### src/rtl/pc_gen_unit.sv
// Fetch-stage program-counter generator: sequential increment, stall hold,
// branch/jump redirects with a one-entry buffer, and misaligned-target trapping.
module pc_gen_unit #(
    parameter int              XLEN         = 32,
    parameter logic [XLEN-1:0] RESET_VECTOR = XLEN'(32'h0000_0000),
    parameter int              INC          = 4,
    parameter int              ALIGN_BITS   = 2,
    parameter logic [XLEN-1:0] TRAP_VECTOR  = XLEN'(32'h0000_0100)
) (
    input  logic            clk,
    input  logic            rst,
    input  logic            stall_f,
    input  logic            imem_ready,
    input  logic            redirect_valid,
    input  logic [XLEN-1:0] redirect_target,
    output logic [XLEN-1:0] pc_f,
    output logic [XLEN-1:0] pc_plus_inc_f,
    output logic            fetch_valid,
    output logic            redirect_pending,
    output logic            misalign_err
);

    typedef enum logic {
        RUN,
        WAIT
    } state_t;

    state_t          state_q, state_d;
    logic [XLEN-1:0] pc_q, pc_d;
    logic [XLEN-1:0] pc_inc_q;
    logic [XLEN-1:0] pend_q, pend_d;
    logic            valid_q, valid_d;
    logic            misalign_q, misalign_d;

    logic            adv;
    logic            misaligned;
    logic [XLEN-1:0] eff_t;

    assign adv        = !stall_f && imem_ready;
    assign misaligned = |redirect_target[ALIGN_BITS-1:0];
    assign eff_t      = misaligned ? TRAP_VECTOR : redirect_target;

    // After reset, the first edge validates the reset vector itself rather
    // than stepping past it, so RESET_VECTOR is always the first fetch.
    always_comb begin
        state_d    = state_q;
        pc_d       = pc_q;
        pend_d     = pend_q;
        valid_d    = valid_q;
        misalign_d = redirect_valid && misaligned;

        case (state_q)
            RUN: begin
                if (redirect_valid) begin
                    if (adv) begin
                        pc_d    = eff_t;
                        valid_d = 1'b1;
                    end else begin
                        pend_d  = eff_t;
                        state_d = WAIT;
                        valid_d = 1'b0;
                    end
                end else if (!valid_q) begin
                    valid_d = 1'b1;
                end else if (adv) begin
                    pc_d = pc_q + XLEN'(INC);
                end
            end
            WAIT: begin
                valid_d = 1'b0;
                if (adv) begin
                    pc_d    = redirect_valid ? eff_t : pend_q;
                    state_d = RUN;
                    valid_d = 1'b1;
                end else if (redirect_valid) begin
                    pend_d = eff_t;
                end
            end
            default: begin
                state_d = RUN;
            end
        endcase
    end

    // The successor PC is re-registered from pc_d so it always tracks pc_f.
    always_ff @(posedge clk) begin
        if (rst) begin
            state_q    <= RUN;
            pc_q       <= RESET_VECTOR;
            pc_inc_q   <= RESET_VECTOR + XLEN'(INC);
            pend_q     <= '0;
            valid_q    <= 1'b0;
            misalign_q <= 1'b0;
        end else begin
            state_q    <= state_d;
            pc_q       <= pc_d;
            pc_inc_q   <= pc_d + XLEN'(INC);
            pend_q     <= pend_d;
            valid_q    <= valid_d;
            misalign_q <= misalign_d;
        end
    end

    assign pc_f             = pc_q;
    assign pc_plus_inc_f    = pc_inc_q;
    assign fetch_valid      = valid_q;
    assign redirect_pending = (state_q == WAIT);
    assign misalign_err     = misalign_q;

endmodule

### config.mk
export PLATFORM = sky130hd
export DESIGN_NAME = pc_gen_unit
export DESIGN_NICKNAME = d
export VERILOG_FILES = /design/src/rtl/pc_gen_unit.sv
export SDC_FILE = /design/constraint.sdc
export NUM_CORES = 1
export LEC_CHECK = 0
export BUFFER_PORTS_ARGS = -buffer_cell sky130_fd_sc_hd__buf_2
export CORE_MARGIN = 4
export CORE_UTILIZATION = 45
export CTS_CLUSTER_SIZE = 24
export DETAILED_ROUTE_END_ITERATION = 8
export GPL_TIMING_DRIVEN = 1
export MAX_ROUTING_LAYER = met4
export PLACE_DENSITY = 0.78
export SLEW_MARGIN = 20
export SYNTH_ARGS = -nofsm -noshare
export SYNTH_HDL_FRONTEND = slang
export SYNTH_SLANG_ARGS = --single-unit
### constraint.sdc
create_clock -name clk -period 6.64 [get_ports clk]
set_clock_uncertainty 0.2 [all_clocks]
set_input_delay 0.332 -clock clk [delete_from_list [all_inputs] [get_ports clk]]
set_output_delay 0.332 -clock clk [all_outputs]
set_load 0.01 [all_outputs]
==> impl_results.md, run 1 <==
- Iter 0 DRT Violations: between 500 and 600
- Yosys reg bits: a little under 100
- Mapped Nets: 697
- Num ports: 104
- # setup viols final: 0
- CTS Buffer Depth: 2
- Crit path required time: 6.67 ns
- First-pass GRT wire length: approximately 27 mm
- Post-synth EDFFs: 0
- Share of layout cells above drive strength 1: roughly a fifth
- TritonCTS clock tree: done
- # hold bufs at CTS: 0
- Critical Path Source Type: flop
- Residual DRC: 0
- Status: completed
- # resized after CTS: 0
- Minimum clock period: 3.90 ns
- Initial core utilization: between 40 and 50%
- Tot GR Track Use: between 20% and 30%
- Final Cycle Share: approximately three fifths
- Least-Margin Pin Slew: 1.02 ns
- Area after DPL: just under 0.006 mm2
- Die W: 117 um
- DP Worst Slack: roughly 2.7 ns
- Setup TNS: 0 ns
- Worst VDD drop: 0.000122 V
- Fin cells: 867
- Drt wl/cell: around 20 um
- Fin area: 0.00607 mm2
- Site row count: 39
- Post-synthesis sequential area ratio: 36.5%
- Final Hold Vio Count: 0
- Core area: 0.0115 mm2
- Placed Cells: 852
- Hold crit path type: input pin to flop
- Worst-path maximum fanout: 37
- Routed WL: 17.0 mm
- CP Class: flop to flop
- Gr ovfl total: 0
- Initial antenna violation count: 0
- Most common cell after layout, fill and taps aside: buf_2
- Post-CTS Setup Inserts: 0
- Vias in the first global route: 5071
- RSZ-0062 raised after global routing: false
- CTS Buf Count: 9
- Ys async rst share: 0%
- Ys flop type: dfxtp_1
- Most frequent cells in the layout: buf_2 (103), dfxtp_1 (97), nor2_1 (66)
- Count of cell types in the netlist: 76
- Latest clock arrival within the worst-skew pair: 0.34 ns
- Avg Cell Area, Syn: 8.08 um2
- Clock Pin Slew Worst Setup and Hold Paths: about 0.070 ns
- Power per cell area: 227 mW/mm2
- Max-slew violation count: 0
- Dpl hpwl: 12.0 mm
- Syn. warnings: 0
- Area growth syn-to-layout: 14.3%
- Final worst slack: 2.74 ns
- Final RePlAce weighted congestion: 1.06
- H-tree levels: 3
- Total Nets Final: 759
- Sink Count: 97
- Relative slew slack: 31.1%
- Die area: 0.0136 mm2
- Pleak: 2.30 nW
- Total of max-cap violations: 0
- Gate Count Post-Synth: 658
- Critical Path AT: 3.93 ns
- Vias per cell: 6.28
- PortBufs: 103
- Mapped Area: 0.00532 mm2
- Ant diodes: 0
- Pin count of the biggest net entering global routing: 97
- Pre-antenna DRT Iters: 6
- Post-DRT Antenna Nets: 0
- Fmax achieved: between 200 and 300 MHz
- Die span in y: between 100 and 150 um
- Worst Setup End Kind: flop
- Vias: 5444
- CTS root buffer: clkbuf_16
-- cells by family after synthesis --
family / count (synthesis) / synth area share (%)
simple gates: 305 / 31.5
compound gates: 160 / 20.5
flops: 97 / 36.5
buf+inv: 62 / 5.20
xor+xnor: 21 / 3.46
mux: 11 / 2.28
fa+ha+maj: 2 / 0.471
-- stage by stage --
step | hold WS, ns | total power, mW | util [%]
after floorplan | 0.211 | 0.798 | -
after global placement | 0.237 | 0.879 | 50.5
after detailed placement | 0.248 | 0.883 | 50.5
after CTS | 0.0412 | 1.39 | 53.0
after global routing | 0.0566 | 1.43 | 53.0
final | 0.0544 | 1.38 | 53.0
-- Yosys cell counts, types with 4 or more instances --
cell | number | area [um2]
a211oi_1 | 4 | 30.0
a21boi_0 | 8 | 60.1
a21oi_1 | 52 | 260
a221oi_1 | 4 | 35.0
a22oi_1 | 4 | 30.0
a32o_1 | 6 | 60.1
a32oi_1 | 8 | 70.1
and3_1 | 11 | 68.8
buf_1 | 6 | 22.5
buf_2 | 11 | 55.1
buf_4 | 6 | 45.0
clkbuf_1 | 32 | 120
dfxtp_1 | 97 | 1940
inv_1 | 6 | 22.5
mux2_1 | 7 | 78.8
nand2_1 | 64 | 240
nand2b_1 | 4 | 25.0
nand3_1 | 43 | 215
nand3b_1 | 4 | 30.0
nand4_1 | 15 | 93.8
nor2_1 | 68 | 255
nor2b_1 | 14 | 87.6
nor3_1 | 20 | 100
nor3b_1 | 10 | 75.1
nor4_1 | 17 | 106
o21ai_0 | 19 | 95.1
o22ai_1 | 6 | 37.5
o31a_1 | 7 | 61.3
o31ai_1 | 8 | 60.1
xnor2_1 | 16 | 140
xor2_1 | 5 | 43.8
-- where the power goes --
group,switching [mW],total [mW],internal (mW)
Combinational,0.147,0.230,0.0837
Clock,0.217,0.507,0.290
Sequential,0.0324,0.644,0.612
Total,0.396,1.38,0.985
-- area by class of cell --
type | instances | area (um2)
inverter | 6 | 22.5
clock inverter | 3 | 42.5
timing repair buffer | 107 | 546
sequential | 97 | 1940
clock buffer | 12 | 236
multi-input combinational | 499 | 3110
fill | 1113 | 5390
tap | 143 | 179
-- registers in the layout, summed over array words and instances (netlist names) --
register,cells
misalign_err,1
fetch_valid,1
pc_f,32
redirect_pending,1
pend_q,32
pc_plus_inc_f,30
-- metal layers --
| metal | global-route usage, % | share of wire (%) | vias up |
|---|---|---|---|
| met2 | 38.8 | 46 | 283 |
| met4 | 12.4 | 4.2 | 0 |
| li1 | - | - | 2537 |
| met1 | 33.4 | 41 | 2569 |
| met5 | - | 0 | - |
| met3 | 3.83 | 8.0 | 55 |
-- critical path, cell delays in order, from the launching register on --
cell and delay (ns):
dfxtp_1 0.30, buf_4 0.23, nor2_1 0.81, mux2i_1 0.48, o221ai_1 0.34, nor3_4 0.39, nand3_2 0.27, nor4_1 0.38
mux2_1 0.36
-- final timing paths --
| path | endpoint | cells after the start | slack [ns] | from |
|---|---|---|---|---|
| max | pc_plus_inc_f[25] | 8 | 2.74 | redirect_pending |
| min reg2reg | pend_q[28] | 2 | 0.26 | pend_q[28] |
| min | pend_q[13] | 3 | 0.05 | redirect_target[13] |
| max reg2reg | pc_plus_inc_f[25] | 8 | 2.74 | redirect_pending |
Power figures use the tool's default switching activity.
==> inputs of run 2 (changes only) <==
ABC_AREA = 1   (was not set)
PLACE_DENSITY = 0.79   (was 0.78)
clock period = 3.4 ns   (was 6.64 ns; I/O delays follow)
==> impl_results.md, run 2 <==
- Initial core utilization: a little under half
- Least-Margin Pin Slew: about 0.88 ns
- Sequential share of power: roughly two fifths
- Fill cell count: 1403
- FF-to-FF Start: redirect_pending
- Total Nets Final: 1114
- Yosys reg bits: between 90 and 100
- Vias per cell: 5.46
- Critical Path AT: 2.96 ns
- Max-slew violation count: 0
- Final Hold Vio Count: 0
- Dpl hpwl: between 10 and 15 mm
- Ys async rst share: 0%
- Status: completed
- Relative slew slack: 41.1%
- Worst Setup End Kind: flop
- Synth top cells by count: nand2_1 (274), nor2_1 (106), dfxtp_1 (97)
- Residual DRC: 0
- Tot GR Track Use: 24.7%
- Crit. Startpoint: redirect_pending
- Setup TNS: 0 ns
- Logic pwr share: a little over a fifth
- Ant diodes: 0
- Pleak: roughly 3.3 nW
- Die span in y: 127 um
- Final RePlAce weighted congestion: 0.917
- Core area: ~0.014 mm2
- Die W: 127 um
- Worst R2R Setup Slack: 0.50 ns
- # setup viols final: 0
- Most frequent cells in the layout: nand2_1 (274), nor2_1 (105), buf_2 (103)
- CTS Buf Count: 9
- Minimum clock period: 2.90 ns
- PortBufs: between 100 and 150
- RSZ-0062 raised after global routing: false
- Worst r2r dst: pc_plus_inc_f[26]
- Tot Pwr: 3.12 mW
- Top cells by area, synth: dfxtp_1 (31%), nand2_1 (16%), nor2_1 (6.3%)
- CP Class: flop to flop
- Mapped Nets: 1015
- Post-synth EDFFs: 0
- Die area: roughly 0.016 mm2
- Hold slack: between 0.007 and 0.008 ns
- Share of layout cells above drive strength 1: 20.7%
- Initial antenna violation count: 0
- First-pass GRT wire length: 31.4 mm
- Clock Pin Slew Worst Setup and Hold Paths: 0.07 ns
- Ys flop type: dfxtp_1
- Worst setup endpoint: pc_plus_inc_f[26]
- Yosys top cell area share: 30.5%
- Hold crit path type: input pin to flop
- Site row count: 43
- Clock share of power: 38.2%
- Mapped Area: approximately 0.0064 mm2
- Final Cycle Share: 85.2%
- Latest clock arrival within the worst-skew pair: ~0.37 ns
- CTS Buffer Depth: 2
- Psw: 0.970 mW
- Syn. warnings: 0
- Worst VDD drop: 0.000278 V
- Most numerous cell in the Yosys netlist: nand2_1
- Vias: between 6000 and 7000
- Fmax achieved: 345 MHz
- Largest area contributor in the netlist: dfxtp_1
- Critical Path Source Type: flop
- Iter 0 DRT Violations: 861
- Routed WL: 19.3 mm
- Most common cell after layout, fill and taps aside: nand2_1
- Pin count of the biggest net entering global routing: 44
- Worst-path maximum fanout: 17
- Gr ovfl total: 0
- Switching fraction of total power: between 30 and 40%
- Post-CTS Setup Inserts: 0
- Sink Count: 97
- Drt wl/cell: 15.3 um
- Power per cell area: approximately 420 mW/mm2
- Total of max-cap violations: 0
- TritonCTS clock tree: done
- Crit path required time: 3.46 ns
- H-tree levels: 3
- Num ports: 104
- CTS root buffer: clkbuf_16
- Avg Cell Area, Syn: 6.52 um2
- Multi-input logic area: approximately 0.0038 mm2
- Count of cell types in the netlist: 45
- Sequential Area: 0.00194 mm2
- Gate Count Post-Synth: 976
- Post-synthesis sequential area ratio: 30.5%
- Vias in the first global route: slightly above 6000
- Int Power: 2.15 mW
- Area growth syn-to-layout: 17.0%
- Pre-antenna DRT Iters: 6
- Cells on worst reg2reg path: 13
- Post-DRT Antenna Nets: 0
## run 2: cell types whose count changed after synthesis, sizes merged, moves of 20 or more
| cell | previous run | this run |
|---|---|---|
| inv | 6 | 93 |
| nand2 | 64 | 297 |
| nand3 | 47 | 85 |
| nor2 | 68 | 143 |
| nor4 | 21 | 1 |
| o21ai | 19 | 82 |
## run 2: worst min-delay path by stage
stage,start,end,slack (ns),cells past startpoint
after detailed placement,pend_q[0],pend_q[0],0.24,2
after floorplan,redirect_target[30],pend_q[30],0.15,2
after global placement,pend_q[1],pend_q[1],0.24,2
after CTS,redirect_target[23],pend_q[23],0.002,4
final,redirect_target[23],pend_q[23],0.007,4
after global routing,redirect_target[9],pend_q[9],0.04,4
## run 2: cell type report
class	instances	area share (%)
Clock buffer	9	3.03
Inverter	96	4.84
Timing Repair Buffer	131	10.3
Tap cell	180	3.03
Clock inverter	7	1.58
Multi-Input combinational cell	740	51.1
Sequential cell	97	26.1
## run 2: routing by layer
| metal | wire [um] | vias up | GRT usage, % |
|---|---|---|---|
| li1 | - | 3418 | - |
| met1 | 8530 | 3076 | 33.3 |
| met2 | 8490 | 341 | 37.0 |
| met3 | 1810 | 45 | 4.46 |
| met4 | 458 | 0 | 8.90 |
| met5 | 0 | - | - |
## run 2: power groups by stage
stage	combinational [mW]	sequential (mW)	clock, mW
floorplan	0.419	1.31	0
global placement	0.615	1.30	0
detailed placement	0.627	1.30	0
CTS	0.644	1.28	1.20
global route	0.720	1.29	1.24
finish	0.650	1.28	1.19
## run 2: cell families after synthesis
| group | after synthesis | share of synthesized area [%] |
|---|---|---|
| adders and majority gates | 2 | 0.393 |
| DFF | 97 | 30.5 |
| AOI/OAI and AO/OA | 166 | 15.9 |
| and+or+nand+nor | 572 | 43.5 |
| buffers and inverters | 139 | 9.66 |
## run 2: metrics by stage
step	setup WS (ns)	cell area (um2)	instances	util [%]
2_1_floorplan	0.869	6360	976	-
3_3_place_gp	0.612	6940	1228	50.0
3_5_place_dp	0.496	6940	1228	50.0
4_1_cts	0.589	7440	1260	53.6
5_1_grt	0.258	7440	1260	53.6
6_report	0.504	7440	1260	53.6
## run 2: what timing repair did
item | 4_1_cts | 5_1_grt
hold buffers | 16 | 0
resized for setup | 0 | 0
hold endpoints to repair | 20 | 0
## run 2: critical path: stages (launching register included)
cell	delay (ns)
dfxtp_1	0.50
inv_1	0.30
nor2_8	0.25
inv_2	0.18
o211ai_1	0.34
nand2_1	0.21
nor2_2	0.19
inv_1	0.06
nor2_1	0.11
nand2_2	0.12
nor2_4	0.13
nand3_1	0.08
nand2_1	0.06
nor2_1	0.05
==> inputs of run 3 (changes only) <==
PLACE_DENSITY = 0.77   (was 0.79)
clock period = 3.21 ns   (was 3.4 ns; I/O delays follow)
==> impl_results.md, run 3 (same netlist as run 2, synthesis figures left out) <==
- Delay contributed by the slowest stage of the critical path: about 0.40 ns
- Relative slew slack: 45.6%
- Total Nets Final: 1117
- Pre-antenna DRT Iters: 5
- CTS Buffer Depth: 2
- Initial antenna violation count: 0
- Fmax achieved: 362 MHz
- Switching fraction of total power: around 34%
- Gr ovfl total: 0
- Worst Setup End Kind: flop
- Psw: 1.04 mW
- Setup TNS: 0 ns
- Max-slew violation count: 0
- HP Start: redirect_target[18]
- Critical Path Source Type: flop
- Pleak: 3.25 nW
- Worst r2r dst: pc_plus_inc_f[26]
- Share of layout cells above drive strength 1: about a fifth
- Die W: 127 um
- Status: finished with violations
- PortBufs: between 100 and 150
- Ant diodes: 0
- Critical Path AT: about 2.8 ns
- CTS Buf Count: 9
- Cells on worst reg2reg path: 14
- Pin count of the biggest net entering global routing: between 40 and 50
- Post-DRT Antenna Nets: 0
- Vias: between 6000 and 7000
- Post-CTS Setup Inserts: 0
- Most frequent cells in the layout: nand2_1 (274), nor2_1 (105), buf_2 (103)
- CTS root buffer: clkbuf_16
- Die span in y: 127 um
- Total of max-cap violations: 0
- Critical Path, Cell by Cell: inv_1, nand4_1, nand2_1, nor2_4, ha_1, nand4_1, nor2_1, nand3_2, nor2_4, nand2_2, nor2_4, nand3_1, nand2_1, nor2_1
- Fill cell count: roughly 1400
- Worst-path maximum fanout: 15
- Crit path required time: 3.26 ns
- Initial core utilization: 45.8%
- Iter 0 DRT Violations: 697
- Hold slack: -0.0000475 ns
- Power per cell area: 418 mW/mm2
- Die area: 0.0161 mm2
- Hold endpoint: pend_q[18]
- Core area: 0.0139 mm2
- Vias per cell: 5.41
- Sink Count: 97
- Site row count: 43
- Worst R2R Setup Slack: around 0.45 ns
- Hold crit path type: input pin to flop
- Final RePlAce weighted congestion: 0.923
- Worst VDD drop: between 0.0002 and 0.00025 V
- Hold depth: 4
- Routed WL: between 15 and 20 mm
- Least-Margin Pin Slew: approximately 0.82 ns
- Sequential share of power: 43.8%
- Latest clock arrival within the worst-skew pair: 0.36 ns
- TritonCTS clock tree: done
- # hold bufs at CTS: 15
- Dpl hpwl: 14.3 mm
- Num ports: 104
- CP max stage cell: dfxtp_1
- First-pass GRT wire length: 31.1 mm
- Int Power: 2.05 mW
- CP most frequent cell: nor2_4
- Final Cycle Share: 86.0%
- DP Worst Slack: roughly 0.3 ns
- Minimum clock period: 2.76 ns
- Tot GR Track Use: 24.4%
- Residual DRC: 0
- Area growth syn-to-layout: 16.4%
- Failing checks: negative hold slack
- CP Class: flop to flop
- # setup viols final: 0
- Most common cell after layout, fill and taps aside: nand2_1
- Vias in the first global route: 6121
- Tot Pwr: between 3 and 4 mW
- H-tree levels: 3
- # resized after CTS: 0
- Final worst slack: 0.448 ns
- Clock Pin Slew Worst Setup and Hold Paths: 0.07 ns
- Drt wl/cell: 15.0 um
- RSZ-0062 raised after global routing: false
- FF-to-FF Start: redirect_pending
- Final Hold Vio Count: 1
- Clock share of power: 33.8%
- Logic pwr share: 22.5%
==> run 3: cell count changes in the layout (fill, tap and decap cells not counted), sizes merged <==
cell / change
clkinvlp: +3
dlygate4sd3: -1
buf: +4
bufinv: -3
==> run 3: worst max-delay path, delay by kind of cell, from the launching register on <==
family	cells	cell delay [ns]
buf+inv	1	0.28
simple gates	12	1.57
fa+ha+maj	1	0.21
flops	1	0.40
==> run 3: worst max path at each step <==
| stage | start | endpoint | slack, ns | depth (start not counted) |
|---|---|---|---|---|
| after floorplan | redirect_pending | pc_plus_inc_f[30] | 0.68 | 16 |
| after global placement | imem_ready | pc_plus_inc_f[30] | 0.38 | 17 |
| after detailed placement | imem_ready | pc_plus_inc_f[26] | 0.31 | 17 |
| after CTS | redirect_pending | pc_plus_inc_f[26] | 0.48 | 14 |
| after global routing | redirect_pending | pc_plus_inc_f[21] | 0.21 | 15 |
| final | redirect_pending | pc_plus_inc_f[26] | 0.45 | 14 |
==> run 3: stage by stage <==
stage / instance area (um2) / instances / utilization, %
6_report: 7400 / 1263 / 53.3
2_1_floorplan: 6360 / 976 / -
3_5_place_dp: 6970 / 1232 / 50.2
3_3_place_gp: 6970 / 1232 / 50.2
5_1_grt: 7400 / 1263 / 53.3
4_1_cts: 7400 / 1263 / 53.3
==> run 3: layer usage <==
layer,up-vias,routed length [um],GRT usage [%]
li1,3430,-,-
met1,3037,8490,33.6
met2,323,8400,36.1
met3,38,1650,4.21
met4,0,454,8.77
met5,-,0,-
==> run 3: power groups by stage <==
stage | Clock, mW | Sequential [mW] | Combinational (mW)
6_report | 1.04 | 1.35 | 0.694
5_1_grt | 1.10 | 1.36 | 0.770
4_1_cts | 1.05 | 1.35 | 0.688
3_5_place_dp | 0 | 1.38 | 0.672
3_3_place_gp | 0 | 1.38 | 0.659
2_1_floorplan | 0 | 1.39 | 0.444
==> run 3: area by class of cell <==
cell class / count / area (um2) / area share, %
Multi-Input combinational cell: 740 / 3810 / 51.4
Sequential cell: 97 / 1940 / 26.2
Timing Repair Buffer: 134 / 786 / 10.6
Inverter: 96 / 360 / 4.87
Clock buffer: 9 / 225 / 3.04
Tap cell: 180 / 225 / 3.04
Clock inverter: 7 / 56.3 / 0.761
